## config.mk

```make
export PLATFORM = sky130hd
export DESIGN_NAME = demux_loader_flat
export DESIGN_NICKNAME = d
export VERILOG_FILES = /design/src/rtl/demux_loader_if.sv /design/src/rtl/demux_loader.sv /design/src/flat_wrapper.sv
export SDC_FILE = /design/constraint.sdc
export NUM_CORES = 1
export LEC_CHECK = 0
export ABC_AREA = 1
export CORE_ASPECT_RATIO = 0.7
export CORE_MARGIN = 1.5
export CORE_UTILIZATION = 49
export CTS_CLUSTER_DIAMETER = 100
export DETAILED_ROUTE_END_ITERATION = 8
export PLACE_DENSITY = 0.76
export SYNTH_ARGS = -nofsm -noshare
export SYNTH_HDL_FRONTEND = slang
export SYNTH_SLANG_ARGS = --single-unit
```

## constraint.sdc

```tcl
create_clock -name clk -period 3.2 [get_ports clk]
set_input_delay 0.64 -clock clk [delete_from_list [all_inputs] [get_ports clk]]
set_output_delay 0.64 -clock clk [all_outputs]
set_load 0.1 [all_outputs]
```

## src/rtl/demux_loader_if.sv

```systemverilog
// Handshake and slot bus for demux_loader.
// The master drives the word stream; the slave exposes the loaded slots.
interface demux_loader_if #(
    parameter int WIDTH      = 32,
    parameter int OUTPUT_NUM = 5
);
    localparam int SEL_WIDTH = $clog2(OUTPUT_NUM);

    logic                        start;
    logic [SEL_WIDTH-1:0]        start_sel;
    logic                        in_valid;
    logic [WIDTH-1:0]            in_data;
    logic                        in_ready;
    logic [OUTPUT_NUM*WIDTH-1:0] out_put;
    logic [OUTPUT_NUM-1:0]       slot_valid;
    logic                        busy;
    logic                        frame_done;

    modport master (
        output start, start_sel, in_valid, in_data,
        input  in_ready, out_put, slot_valid, busy, frame_done
    );

    modport slave (
        input  start, start_sel, in_valid, in_data,
        output in_ready, out_put, slot_valid, busy, frame_done
    );
endinterface

```

## src/rtl/demux_loader.sv

```systemverilog
// Sequential 1-to-N demux loading OUTPUT_NUM registered slots per frame.
// Define DEMUX_LOADER_CLEAR_ON_START_EN to zero all slots when a frame starts.
module demux_loader #(
    parameter int WIDTH      = 32,
    parameter int OUTPUT_NUM = 5
) (
    input  logic           clk,
    input  logic           rst,
    demux_loader_if.slave  bus
);
    localparam int SEL_WIDTH = $clog2(OUTPUT_NUM);
    localparam logic [SEL_WIDTH-1:0] LAST = SEL_WIDTH'(OUTPUT_NUM - 1);
    localparam logic [SEL_WIDTH:0]   NUM  = (SEL_WIDTH + 1)'(OUTPUT_NUM);

    typedef enum logic [1:0] {
        IDLE = 2'd0,
        LOAD = 2'd1,
        DONE = 2'd2
    } state_e;

    state_e                      state_q, state_d;
    logic [SEL_WIDTH-1:0]        ptr_q, ptr_d;
    logic [SEL_WIDTH-1:0]        cnt_q, cnt_d;
    logic [OUTPUT_NUM*WIDTH-1:0] data_q, data_d;
    logic [OUTPUT_NUM-1:0]       valid_q, valid_d;
    logic                        busy_q, busy_d;
    logic                        done_q, done_d;

    always_comb begin
        state_d = state_q;
        ptr_d   = ptr_q;
        cnt_d   = cnt_q;
        data_d  = data_q;
        valid_d = valid_q;
        unique case (state_q)
            IDLE: begin
                if (bus.start) begin
                    // Out-of-range start slots fall back to slot 0
                    ptr_d   = ({1'b0, bus.start_sel} >= NUM) ? '0 : bus.start_sel;
                    cnt_d   = '0;
                    valid_d = '0;
`ifdef DEMUX_LOADER_CLEAR_ON_START_EN
                    data_d  = '0;
`endif
                    state_d = LOAD;
                end
            end
            LOAD: begin
                if (bus.in_valid) begin
                    data_d[ptr_q*WIDTH +: WIDTH] = bus.in_data;
                    valid_d[ptr_q]               = 1'b1;
                    ptr_d = (ptr_q == LAST) ? '0 : ptr_q + SEL_WIDTH'(1);
                    cnt_d = cnt_q + SEL_WIDTH'(1);
                    if (cnt_q == LAST) begin
                        state_d = DONE;
                    end
                end
            end
            DONE: begin
                state_d = IDLE;
            end
            default: begin
                state_d = IDLE;
            end
        endcase
        busy_d = (state_d != IDLE);
        done_d = (state_d == DONE);
    end

    always_ff @(posedge clk) begin
        if (rst) begin
            state_q <= IDLE;
            ptr_q   <= '0;
            cnt_q   <= '0;
            data_q  <= '0;
            valid_q <= '0;
            busy_q  <= 1'b0;
            done_q  <= 1'b0;
        end else begin
            state_q <= state_d;
            ptr_q   <= ptr_d;
            cnt_q   <= cnt_d;
            data_q  <= data_d;
            valid_q <= valid_d;
            busy_q  <= busy_d;
            done_q  <= done_d;
        end
    end

    assign bus.in_ready   = (state_q == LOAD);
    assign bus.out_put    = data_q;
    assign bus.slot_valid = valid_q;
    assign bus.busy       = busy_q;
    assign bus.frame_done = done_q;
endmodule
```

## src/flat_wrapper.sv

```systemverilog
// flat-port wrapper written by rule: the top's interface ports become plain ports
module demux_loader_flat 
#(
    parameter int WIDTH      = 32,
    parameter int OUTPUT_NUM = 5
)
  (clk, rst, bus_start, bus_start_sel, bus_in_valid, bus_in_data, bus_in_ready, bus_out_put, bus_slot_valid, bus_busy, bus_frame_done);
  demux_loader_if #(.WIDTH(WIDTH), .OUTPUT_NUM(OUTPUT_NUM)) bus_i ();
  input  logic clk;
  input  logic rst;
  input wire logic [$bits(bus_i.start)-1:0] bus_start;
  input wire logic [$bits(bus_i.start_sel)-1:0] bus_start_sel;
  input wire logic [$bits(bus_i.in_valid)-1:0] bus_in_valid;
  input wire logic [$bits(bus_i.in_data)-1:0] bus_in_data;
  output wire logic [$bits(bus_i.in_ready)-1:0] bus_in_ready;
  output wire logic [$bits(bus_i.out_put)-1:0] bus_out_put;
  output wire logic [$bits(bus_i.slot_valid)-1:0] bus_slot_valid;
  output wire logic [$bits(bus_i.busy)-1:0] bus_busy;
  output wire logic [$bits(bus_i.frame_done)-1:0] bus_frame_done;
  assign bus_i.start = bus_start;
  assign bus_i.start_sel = bus_start_sel;
  assign bus_i.in_valid = bus_in_valid;
  assign bus_i.in_data = bus_in_data;
  assign bus_in_ready = bus_i.in_ready;
  assign bus_out_put = bus_i.out_put;
  assign bus_slot_valid = bus_i.slot_valid;
  assign bus_busy = bus_i.busy;
  assign bus_frame_done = bus_i.frame_done;
  demux_loader #(.WIDTH(WIDTH), .OUTPUT_NUM(OUTPUT_NUM)) u_core (.clk(clk), .rst(rst), .bus(bus_i));
endmodule
```

==> results of run 1 <==
[worst paths after layout]
kind / slack (ns) / from / cells past startpoint / end
worst max-delay path: 0.72 / u_core.ptr_q[1] / 11 / u_core.bus.out_put[44]
worst min-delay path: 0.48 / u_core.bus.out_put[16] / 2 / u_core.bus.out_put[16]
worst max register to register: 0.72 / u_core.ptr_q[1] / 11 / u_core.bus.out_put[44]
worst min register to register: 0.48 / u_core.bus.out_put[16] / 2 / u_core.bus.out_put[16]
[per-stage QoR]
step,area [µm²],setup slack [ns],instances,hold slack (ns)
after floorplan,8050,0.760,1280,0.447
after global placement,9860,0.682,1652,0.465
after detailed placement,9860,0.682,1652,0.470
after CTS,10400,0.762,1684,0.486
after global routing,10400,0.465,1684,0.503
final,10400,0.719,1684,0.483
[registers in the layout, summed over array words and instances (netlist names)]
signal	flops
u_core.bus.busy	1
u_core.bus.frame_done	1
u_core.ptr_q	3
u_core.state_q	2
u_core.bus.out_put	160
u_core.bus.slot_valid	5
u_core.cnt_q	3
[power groups by stage]
stage | registers [mW] | clock network (mW) | logic, mW
2_1_floorplan | 2.55 | 0 | 0.384
3_3_place_gp | 2.30 | 0 | 0.915
3_5_place_dp | 2.30 | 0 | 0.918
4_1_cts | 2.25 | 2.02 | 0.920
5_1_grt | 2.25 | 2.12 | 0.995
6_report | 2.25 | 2.00 | 0.931
[Yosys cell counts]
master | number | share of area, %
buf_1 | 6 | 0.28
o21ai_0 | 8 | 0.50
nand3_1 | 60 | 3.7
o21bai_1 | 4 | 0.37
nand2_2 | 1 | 0.078
xor2_1 | 2 | 0.22
dfxtp_1 | 175 | 44
nand4_1 | 1 | 0.078
buf_4 | 2 | 0.19
nor2_2 | 2 | 0.16
nor2_1 | 373 | 17
inv_1 | 144 | 6.7
nor2_4 | 1 | 0.14
ha_1 | 10 | 1.6
a21oi_1 | 45 | 2.8
inv_2 | 2 | 0.093
clkbuf_1 | 46 | 2.1
nand3b_1 | 17 | 1.6
buf_2 | 20 | 1.2
nor3_1 | 11 | 0.68
a21oi_4 | 1 | 0.20
nand2_1 | 349 | 16
[cell type report]
| type | instances | area (µm²) |
|---|---|---|
| clock buffers | 20 | 457 |
| clock inverters | 12 | 100 |
| fillers | 1472 | 5360 |
| inverters | 146 | 551 |
| multi-input cells | 885 | 3690 |
| flip-flops and latches | 175 | 3500 |
| well taps | 220 | 275 |
| repair buffers | 226 | 1840 |
[critical path: stages, from the launching register on]
cell and delay [ns]:
dfxtp_1 0.49, inv_1 0.12, ha_1 0.24, ha_1 0.32
nand2_1 0.08, buf_4 0.18, inv_1 0.09, nand2_1 0.34
buf_12 0.26, nor2_1 0.06, nor2_1 0.11, nor2_1 0.06
[layer usage]
metal | vias up | track usage (%) | part of all wire [%]
met3 | 24 | 10.5 | 12
met1 | 3557 | 44.4 | 48
li1 | 4157 | - | -
met4 | 0 | 8.03 | 1.3
met2 | 361 | 37.9 | 38
met5 | - | 0 | 0
[cells by family after synthesis]
family / synth area share [%]
adders and majority gates: 1.56
buffers and inverters: 10.7
DFF: 43.5
xor gates and xnor gates: 0.218
and+or+nand+nor: 40.1
AOI/OAI and AO/OA: 3.87
==> results.md, run 1 <==
* Syn_area_per_cell at 6.29 µm²
* Sequential fraction of the synthesis area at 43.5%
* Share of layout cells above drive strength 1 at 15.6%
* Gate power share at 18.0%
* CTS Buffer Depth at 2
* Global route overflow at 0
* Detail Route Antenna Nets at 0
* Drt first pass iters at 5
* Slew Limit Fails at 0
* Clk pwr share at 38.6%
* Initial antenna violation count at 0
* Via count at 8099
* Ant. Diodes at 0
* Switching pwr at 1.69 mW
* RSZ-0062 raised after global routing: false
* Crit path kind: flop to flop
* Final hold violations at 0
* Layout area overhead at 29.5%
* Max-cap violations at 0
* Slew HR at 59.3%
* Chip width at 156 µm
* Layout Utilization at 66.0%
* DRC errors left at 0
* Cell-internal power at 3.49 mW
* Post-layout minimum cycle time at 2.48 ns
* H-tree lvl count at 4
* Leakage at 5.54 nW
* CP Data Required Time at 3.52 ns
* Row Count at 38
* Most common cell after layout, fill and taps aside: nor2_1
* Tightest Hold Check Type: flop to flop
* Die area at 17200 µm²
* Endpoints failing setup at 0
* Final #Nets at 1500
* Worst vdd ir at 334 µV
* Fin crit share at 77.5%
* Post-synthesis cell count at 1280
* Most frequent cells in the layout: 372 x nor2_1, 348 x nand2_1, 184 x buf_4
* Root Driver: clkbuf_16
* CP Launch Type: flop
* GRT Resource Usage Total at 29.3%
* Status: finished clean
* Clk Latency, worst-skew pair at 0.43 ns
* Vias in the first global route at 7011
* Library cells used by synthesis at 22
* IO Pins at 207
* Yosys Warn Count at 0
* Switching portion of total power at 32.6%
* Mapped Area at 8050 µm²
* Hold Buf Count CTS at 0
* Drt initial violations at 885
* Slew @ Worst Pin at 0.611 ns
* Post-CTS Setup Inserts at 0
* DR vias/cell at 4.81
* CTS tree: yes
* Core area at 15800 µm²
* Final setup TNS at 0 ns
* Fmax at 403 MHz
* CTS-repair resized insts at 0
* Total chip power at 5.18 mW
* Initial core utilization at 51.0%
* Arr. time, crit path at 2.80 ns
* Kind of end point of the critical path: flop
* DIE HEIGHT at 110 µm
* Total Routed Length at 24.9 mm
* CTS Buf Count at 17
* PwrDens at 497 nW/µm²
* Sequential share of power at 43.4%
* Syn_nets at 1329
* Synth Register Bits at 175
* Worst Path Max Fanout at 39
* Largest net degree at the start of global routing at 65
* Worst Skew at 0.0131 ns
* # port buffers at 206
* Dpl hpwl at 17.8 mm
* CTS sink cnt at 175
* Reg clk slew, reported paths at 0.07 ns
* Routability congestion estimate from global placement at 0.936
* Wirelength per Cell at 14.8 µm
* First-pass GRT wire length at 38.4 mm
Power figures use the tool's default switching activity.
==> inputs of run 2 (changes only) <==
Settings changed: CORE_UTILIZATION 49 to 45, PLACE_DENSITY 0.76 to 0.73.
Clock period 3.2 ns to 2.15 ns, I/O delays scaled along.
==> results.md, run 2 (same netlist as run 1, synthesis figures left out) <==
* Placed Instances at 1674 (+1.3%)
* DR vias/cell at 4.69 (-2.4%)
* Layout area overhead at 32.6%
* Post-layout minimum cycle time at 2.01 ns (-0.473 ns)
* CP Launch Type: flop
* Final WS setup at 0.142 ns (-0.577 ns)
* Dpl cell area at 10000 µm² (+1.8%)
* Dpl hpwl at 18.0 mm (+0.94%)
* Max FFs per register at 160 (unchanged)
* Non-Filler Instances at 1708 (+1.4%)
* Slew @ Worst Pin at 0.451 ns (-0.159 ns)
* H-tree lvl count at 4 (unchanged)
* Switching portion of total power at 30.1% (-2.4 points)
* Share of layout cells above drive strength 1 at 16.5% (+0.88 points)
* Via count at 8017 (-1.0%)
* Post-Place Worst Slack at 0.0335 ns (-0.649 ns)
* Ant. Diodes at 0 (unchanged)
* Final hold violations at 0 (unchanged)
* Drt first pass iters at 5 (unchanged)
* Final #Nets at 1514 (+0.93%)
* CP peak stage delay at 0.34 ns (-0.15 ns)
* CTS-repair resized insts at 0 (unchanged)
* Hold Path Origin: u_core.cnt_q[1]
* End point of the critical path: u_core.bus.out_put[157]
* DRC errors left at 0 (unchanged)
* Clk Latency, worst-skew pair at 0.43 ns (about the same)
* Most common cell after layout, fill and taps aside: nor2_1
* Kind of end point of the critical path: flop
* IO Pins at 207 (unchanged)
* Detail Route Antenna Nets at 0 (unchanged)
* Sequential share of power at 41.7% (-1.7 points)
* Slew Limit Fails at 0 (unchanged)
* Initial core utilization at 46.5% (-4.5 points)
* Slowest stage cell, crit path: dfxtp_1
* PwrDens at 752 nW/µm² (+51%)
* Worst r2r src: u_core.ptr_q[1]
* Crit. path cell count at 11 (unchanged)
* Drt initial violations at 898 (+1.5%)
* Chip width at 163 µm (+4.3%)
* Cell-internal power at 5.60 mW (+60%)
* Leakage at 5.66 nW (+2.2%)
* Final instance area at 10700 µm² (+2.4%)
* Worst Path Max Fanout at 24 (-38%)
* Gate power share at 18.2% (+0.2 points)
* Hold Buf Count CTS at 0 (unchanged)
* Reg clk slew, reported paths at 0.07 ns (about the same)
* Worst path top cell family by delay: buffers and inverters
* First-pass GRT wire length at 39.2 mm (+2.0%)
* Slew HR at 69.8% (+11 points)
* Launch point of the critical path: u_core.ptr_q[1]
* Die area at 18700 µm² (+8.7%)
* Worst Skew at 0.0120 ns (-0.00110 ns)
* Global route overflow at 0 (unchanged)
* Area of the multi-input gates at 3700 µm² (+0.20%)
* CTS tree: yes
* Tightest Hold Check Type: flop to flop
* Total chip power at 8.02 mW (+55%)
* Core area at 17300 µm² (+9.7%)
* Crit-path cells: inv_1 -> ha_2 -> ha_1 -> inv_1 -> a21oi_4 -> buf_4 -> nand2_2 -> buf_4 -> nand2_1 -> nand2_1 -> nor2_1
* Row Count at 40 (+5.3%)
* Post-CTS Setup Inserts at 0 (unchanged)
* # port buffers at 206 (unchanged)
* Endpoints failing setup at 0 (unchanged)
* Hold Slack at 0.484 ns (+0.000421 ns)
* Wirelength per Cell at 14.9 µm (+0.53%)
* Status: finished clean
* Arr. time, crit path at 2.38 ns (-0.42 ns)
* R2r setup slk at 0.14 ns (-0.58 ns)
* CTS sink cnt at 175 (unchanged)
* Root Driver: clkbuf_16
* DIE HEIGHT at 115 µm (+4.2%)
* Max-cap violations at 0 (unchanged)
* Crit path kind: flop to flop
* CTS Buffer Depth at 2 (unchanged)
* RSZ-0062 raised after global routing: true
* Total Routed Length at 25.4 mm (+2.0%)
* GRT Resource Usage Total at 27.7% (-1.7 points)
* Crit path buffers/inverters at 4 (unchanged)
* Fmax at 498 MHz (+24%)
* Worst Reg-to-Reg Cells at 11 (unchanged)
* Register Area at 3500 µm² (unchanged)
* CTS Buf Count at 17 (unchanged)
* Reg-to-reg endpoint: u_core.bus.out_put[157]
* Vias in the first global route at 6974 (-0.53%)
* Most frequent cells in the layout: 372 x nor2_1, 346 x nand2_1, 192 x buf_4
* Switching pwr at 2.42 mW (+43%)
* Largest net degree at the start of global routing at 93 (+43%)
* Routability congestion estimate from global placement at 0.889 (-5.0%)
* Initial antenna violation count at 0 (unchanged)
* Fin crit share at 93.4% (+16 points)
* Clk pwr share at 40.1% (+1.5 points)
* Worst vdd ir at 441 µV (+32%)
* Fillers at 1676 (+14%)
* CP Data Required Time at 2.52 ns (-1.00 ns)
-- run 2: worst min-delay path, delay by kind of cell (launching register included) --
family / cells / cell delay (ns)
DFF: 1 / 0.33
and+or+nand+nor: 1 / 0.06
AOI/OAI and AO/OA: 1 / 0.05
-- run 2: cell type report --
cell class,count,area share [%]
clock buffers,22,4.44
clock inverters,9,1.23
inverters,146,5.16
multi-input cells,885,34.7
flip-flops and latches,175,32.8
well taps,231,2.71
repair buffers,240,18.9
-- run 2: power by group through the flow --
stage | logic [mW] | registers, mW | clock network, mW
finish | 1.46 | 3.34 | 3.22
global route | 1.56 | 3.35 | 3.40
CTS | 1.44 | 3.34 | 3.27
detailed placement | 1.43 | 3.41 | 0
global placement | 1.42 | 3.41 | 0
floorplan | 0.585 | 3.80 | 0
-- run 2: worst min-delay path by stage --
stage | to | slack (ns) | depth (start not counted)
finish | u_core.cnt_q[1] | 0.48 | 2
global route | u_core.bus.out_put[111] | 0.50 | 2
CTS | u_core.cnt_q[0] | 0.49 | 1
detailed placement | u_core.bus.out_put[141] | 0.47 | 2
global placement | u_core.bus.out_put[127] | 0.46 | 2
floorplan | u_core.cnt_q[0] | 0.45 | 1
-- run 2: metrics by stage --
| stage | util (%) | setup TNS [ns] |
|---|---|---|
| after floorplan | - | -0.820 |
| after global placement | 58.0 | 0 |
| after detailed placement | 58.0 | 0 |
| after CTS | 61.5 | 0 |
| after global routing | 61.6 | -0.0725 |
| final | 61.6 | 0 |
-- run 2: per-layer routing --
layer / global-route usage [%] / up-vias / wire length, µm
met4: 9.11 / 0 / 447
met1: 40.5 / 3505 / 12100
met2: 38.8 / 296 / 10400
li1: - / 4190 / -
met5: 0 / - / 0
met3: 7.76 / 26 / 2470
==> inputs of run 3 (changes only) <==
Settings changed: CORE_UTILIZATION 45 to 53, PLACE_DENSITY 0.73 to 0.82.
Clock period 2.15 ns to 2.5 ns, I/O delays scaled along.
==> results.md, run 3 (same netlist as run 1, synthesis figures left out) <==
* Worst vdd ir at 518 µV (+17%)
* Slew Limit Fails at 0 (unchanged)
* Layout area overhead at 30.1%
* Crit path kind: flop to flop
* Clk Latency, worst-skew pair at 0.43 ns (about the same)
* Core area at 14800 µm² (-15%)
* Dpl hpwl at 17.1 mm (-4.8%)
* Final hold violations at 0 (unchanged)
* Worst path top cell family by delay: buffers and inverters
* DR vias/cell at 4.84 (+3.2%)
* Endpoints failing setup at 0 (unchanged)
* CP Data Required Time at 2.83 ns (+0.31 ns)
* IO Pins at 207 (unchanged)
* Met2 usage in global routing at 41.4% (+2.6 points)
* Routability congestion estimate from global placement at 0.903 (+1.6%)
* R2r setup slk at 0.32 ns (+0.18 ns)
* CTS-repair resized insts at 0 (unchanged)
* PwrDens at 647 nW/µm² (-14%)
* H-tree lvl count at 4 (unchanged)
* GRT Max-Usage Layer: met1
* Fin crit share at 87.1% (-6.3 points)
* CP Launch Type: flop
* Initial antenna violation count at 1 (+1)
* Placed Instances at 1632 (-2.5%)
* Slew @ Worst Pin at 0.628 ns (+0.177 ns)
* Row Count at 37 (-7.5%)
* Drt first pass iters at 5 (unchanged)
* Worst Path Max Fanout at 64 (+170%)
* Wirelength per Cell at 14.6 µm (-1.9%)
* First-pass GRT wire length at 37.6 mm (-3.9%)
* Reg clk slew, reported paths at 0.07 ns (about the same)
* Kind of end point of the critical path: flop
* CP peak stage delay at 0.50 ns (+0.16 ns)
* CTS tree: yes
* Worst Skew at 0.0128 ns (+0.000803 ns)
* Detail Route Antenna Nets at 0 (unchanged)
* CTS sink cnt at 175 (unchanged)
* Initial core utilization at 54.5% (+8.0 points)
* GRT Resource Usage Total at 30.8% (+3.1 points)
* Final setup TNS at 0 ns (unchanged)
* Chip width at 150 µm (-7.7%)
* Worst r2r src: u_core.ptr_q[0]
* RSZ-0062 raised after global routing: false
* Post-Place Worst Slack at 0.261 ns (+0.227 ns)
* Most frequent cells in the layout: 373 x nor2_1, 348 x nand2_1, 188 x buf_4
* Largest net degree at the start of global routing at 92 (-1.1%)
* Vias in the first global route at 6905 (-0.99%)
* Final WS setup at 0.323 ns (+0.181 ns)
* Share of layout cells above drive strength 1 at 15.9% (-0.59 points)
* Die area at 15900 µm² (-15%)
* Leakage at 5.59 nW (-1.3%)
* Total Routed Length at 24.3 mm (-4.5%)
* Arr. time, crit path at 2.50 ns (+0.12 ns)
* Drt initial violations at 774 (-14%)
* Cell-internal power at 4.58 mW (-18%)
* Worst Reg-to-Reg Cells at 10 (-1)
* Layout Utilization at 70.9% (+9.2 points)
* Fillers at 1325 (-21%)
* Clk pwr share at 39.7% (-0.4 points)
* Global route overflow at 0 (unchanged)
* Max FFs per register at 160 (unchanged)
* Worst Hold Path EP: u_core.bus.out_put[21]
* Switching portion of total power at 32.4% (+2.2 points)
* Sequential share of power at 42.5% (+0.8 points)
* Most common cell after layout, fill and taps aside: nor2_1
* Max-cap violations at 0 (unchanged)
* Slowest stage cell, crit path: buf_4
* Gate power share at 17.9% (-0.3 points)
* Hold Path Origin: u_core.bus.out_put[21]
* Switching pwr at 2.19 mW (-9.3%)
* Worst Hold Depth at 2 (unchanged)
* CTS Buffer Depth at 2 (unchanged)
* Total chip power at 6.77 mW (-16%)
* Hold Buf Count CTS at 0 (unchanged)
* Post-layout minimum cycle time at 2.18 ns (+0.169 ns)
* Grt met3 use at 12.2% (+4.5 points)
* Root Driver: clkbuf_16
* Dpl cell area at 9880 µm² (-1.6%)
* DIE HEIGHT at 106 µm (-7.7%)
* Ant. Diodes at 0 (unchanged)
* Fmax at 459 MHz (-7.8%)
* Slew HR at 58.1% (-12 points)
* Post-CTS Setup Inserts at 0 (unchanged)
* Final instance area at 10500 µm² (-1.9%)
* Final #Nets at 1505 (-0.59%)
* DRC errors left at 0 (unchanged)
* Met1 global-route usage at 45.4% (+4.9 points)
* Via count at 8059 (+0.52%)
* Hold Slack at 0.483 ns (-0.000892 ns)
* # port buffers at 206 (unchanged)
* Non-Filler Instances at 1664 (-2.6%)
* Crit-path cells: inv_2 -> ha_1 -> ha_1 -> inv_1 -> a21oi_4 -> nand2_2 -> buf_4 -> nand2_1 -> nand2_1 -> nor2_1
* Reg-to-reg endpoint: u_core.bus.out_put[37]
* Tightest Hold Check Type: flop to flop
* Crit path buffers/inverters at 3 (-1)
* CTS Buf Count at 17 (unchanged)
* Status: finished clean
run 3: per-layer routing:
| metal | share of wire, % | vias up |
|---|---|---|
| li1 | - | 4170 |
| met1 | 46 | 3523 |
| met2 | 40 | 348 |
| met3 | 13 | 18 |
| met4 | 0.96 | 0 |
| met5 | 0 | - |
run 3: area by class of cell:
type	instances	area, µm²	share of cell area [%]
timing repair buffer	231	1890	18.1
clock inverter	14	144	1.38
tap	195	244	2.33
multi-input combinational	885	3690	35.3
sequential	175	3500	33.5
clock buffer	18	439	4.20
inverter	146	551	5.26
run 3: worst reg2reg max path, delay by kind of cell (launching register included):
kind                     cells  cell delay [ns]
buffers and inverters        3             0.70
adder cells (fa/ha/maj)      2             0.57
AND/OR/NAND/NOR              4             0.38
flip-flops                   1             0.36
AO/OA/AOI/OAI                1             0.08
run 3: power by group through the flow:
stage | clock (mW) | sequential (mW) | combinational [mW]
after global placement | 0 | 2.94 | 1.19
final | 2.68 | 2.87 | 1.21
after floorplan | 0 | 3.27 | 0.491
after detailed placement | 0 | 2.94 | 1.19
after CTS | 2.71 | 2.87 | 1.19
after global routing | 2.84 | 2.88 | 1.29
run 3: worst max path at each step:
stage / start / to / slack, ns / depth (start not counted)
finish: u_core.ptr_q[0] / u_core.bus.out_put[37] / 0.32 / 10
CTS: u_core.ptr_q[0] / u_core.bus.out_put[62] / 0.38 / 10
floorplan: u_core.state_q[0] / u_core.bus.slot_valid[0] / 0.06 / 6
global placement: bus_in_valid / u_core.bus.out_put[66] / 0.32 / 7
detailed placement: bus_in_valid / u_core.bus.out_put[37] / 0.26 / 8
global route: u_core.ptr_q[2] / u_core.bus.out_put[47] / 0.11 / 9
==> RTL edit (flow settings as in run 1) <==
Build with the macro `DEMUX_LOADER_CLEAR_ON_START_EN` defined.
--- a/src/rtl/demux_loader.sv
+++ b/src/rtl/demux_loader.sv
@@ -1,5 +1,7 @@
 // Sequential 1-to-N demux loading OUTPUT_NUM registered slots per frame.
 // Define DEMUX_LOADER_CLEAR_ON_START_EN to zero all slots when a frame starts.
+`define DEMUX_LOADER_CLEAR_ON_START_EN
+
 module demux_loader #(
     parameter int WIDTH      = 32,
     parameter int OUTPUT_NUM = 5
Behaviour: same outputs for any inputs over 4 cycles, from zero or initial values and one cycle with rst high; that may be too few to reach the edited logic, so the function may still have changed.
==> RTL edit against run 1 <==
  * Design area grew 4.2%
  * Worst setup slack lost 140 ps
  * Global-route usage is 0.89 points lower
  * Routed wire length up 5.6%
  * Via count increased by 5.6%
  * Hold slack got worse by 14 ps
  * Sequential cell count unchanged
  * First-iteration DRC count shrank 2.0%
  * Non-clock buffer count decreased by 1
  * Core utilization is 2.6 points lower
  * Area after synthesis is 6.4% higher
  * Largest cell class unchanged
Power is not compared: it rests on default switching activity, and its combinational part moved more than twofold at a synthesized area within 25%.
==> RTL edit: results (changes against run 1) <==
Status
  – Outcome: complete, no violations

Synth
  – Post-Synth Adder-Cell Area: 0.01461 (-0.0009386)
  – Xor/xnor share of the synthesized area: 0.001023 (-0.001154)
  – Synth cell types: 30 (+36%)
  – Most frequent cells after synthesis: nand2_1, nor2_1, dfxtp_1
  – Seq/Total Area, Yosys: 0.4092 (-0.02628)
  – Compound-Gate Fraction of Synth Area: 0.05042 (+0.01169)
  – Syn_nets: 1380 (+3.8%)
  – Top area cells in the synthesized netlist: dfxtp_1, nand2_1, nor2_1, inv_1, a21oi_1

Critical path
  – Worst r2r dst: u_core.bus.out_put[154]
  – Max incr delay on CP: 490 ps (about the same)
  – Flop-to-flop setup slack: 580 ps (-140 ps)
  – Worst Path Max Fanout: 64 (+64%)
  – CP Data Arrival Time: 2950 ps (+150 ps)

Hold path
  – Worst Hold Class: flop to flop

Global route
  – Initial antenna violation count: 1 (+1)
  – Largest net degree at the start of global routing: 65 (unchanged)
  – Gr usage total: 0.2842 (-0.008864)
  – Global-route wire length before repair: 40320 um (+5.0%)
  – Vias in the first global route: 7520 (+7.3%)

Route
  – Pre-Repair DR Iteration Count: 6 (+1)
  – Vias: 8553 (+5.6%)
  – Final WL: 26310 um (+5.6%)
  – Starting DRC count in detailed routing: 867 (-2.0%)
  – DRC viols: 0 (unchanged)

Clock network
  – CTS resizes: 0 (unchanged)
  – Worst-path clk slew: 70 ps (about the same)

STA
  – Clock Skews: 10.91 ps (-2.152 ps)
  – Tightest Pin Transition: 650.4 ps (+39.45 ps)

Placement
  – Hpwl dp: 18810 um (+5.6%)
  – Final Wtd Congestion: 0.9336 (-0.24%)

Layout
  – Nets: 1537 (+2.5%)
  – Layout filler cell count: 1612 (+9.5%)
  – Layout cells sized above 1: 0.1719 (+0.01546)
-- RTL edit: cell count changes after synthesis, moves of 7 or more --
| cell | change |
|---|---|
| buf_6 | +10 |
| buf_2 | +19 |
| nor3_2 | +10 |
| a21oi_1 | +29 |
| nor2_1 | -63 |
| nor3_1 | +22 |
| clkbuf_1 | -17 |
| nand3_1 | -22 |
| nand2_1 | +20 |
| nand4_1 | +35 |
| nand3b_1 | -17 |
| inv_1 | +7 |
-- RTL edit: worst min-delay path by stage --
stage / to / slack [ps] / cells after the start / start
global route: u_core.bus.slot_valid[3] / 500 / 2 / u_core.bus.slot_valid[3]
CTS: u_core.bus.slot_valid[3] / 470 / 2 / u_core.bus.slot_valid[3]
floorplan: u_core.cnt_q[1] / 460 / 2 / u_core.cnt_q[1]
detailed placement: u_core.bus.slot_valid[3] / 450 / 2 / u_core.bus.slot_valid[3]
finish: u_core.bus.slot_valid[3] / 470 / 2 / u_core.bus.slot_valid[3]
global placement: u_core.bus.slot_valid[4] / 460 / 2 / u_core.bus.slot_valid[4]
-- RTL edit: area by class of cell --
| class | count | share of cell area |
|---|---|---|
| inverters | 159 | 0.05533 |
| multi-input cells | 910 | 0.3671 |
| flip-flops and latches | 175 | 0.3228 |
| clock inverters | 15 | 0.01994 |
| repair buffers | 225 | 0.1690 |
| well taps | 231 | 0.02663 |
| clock buffers | 17 | 0.03919 |
-- RTL edit: layer usage --
layer / global-route usage / wire length, um / vias up
met1: 0.4061 / 12660 / 3860
met3: 0.07636 / 2043 / 33
li1: - / - / 4356
met5: 0.02941 / 70 / -
met4: 0.07778 / 447 / 2
met2: 0.4181 / 11090 / 302
-- RTL edit: worst max-delay path: cells and delay by family (launching register included) --
| kind | cells | cell delay (ps) |
|---|---|---|
| simple gates | 7 | 1070 |
| fa+ha+maj | 2 | 520 |
| flops | 1 | 490 |
| buf+inv | 2 | 420 |
-- RTL edit: stage by stage --
step           hold slack (ps)  worst slack [ps]  power (mW)  std cells  instance area, um2
2_1_floorplan            462.1              1061       4.987       1331                8562
3_3_place_gp             455.8             635.4       5.559       1700               10210
3_5_place_dp             447.2             625.2       5.587       1700               10210
4_1_cts                  468.9             619.4       7.858       1732               10850
5_1_grt                  496.3             316.5       8.164       1732               10850
6_report                 468.9             578.4       7.849       1732               10850
-- RTL edit: logic make-up (layout without fill, tap and decap cells) --
kind of cell / after synthesis / after routing
and+or+nand+nor: 816 / 816
buffers and inverters: 246 / 416
DFF: 175 / 175
AOI/OAI and AO/OA: 83 / 83
adders and majority gates: 10 / 10
xor gates and xnor gates: 1 / 1
-- RTL edit: power by group --
group	internal [mW]	switching, mW
Clock	1.33	0.957
Combinational	0.633	2.40
Sequential	2.39	0.135
Total	4.35	3.50
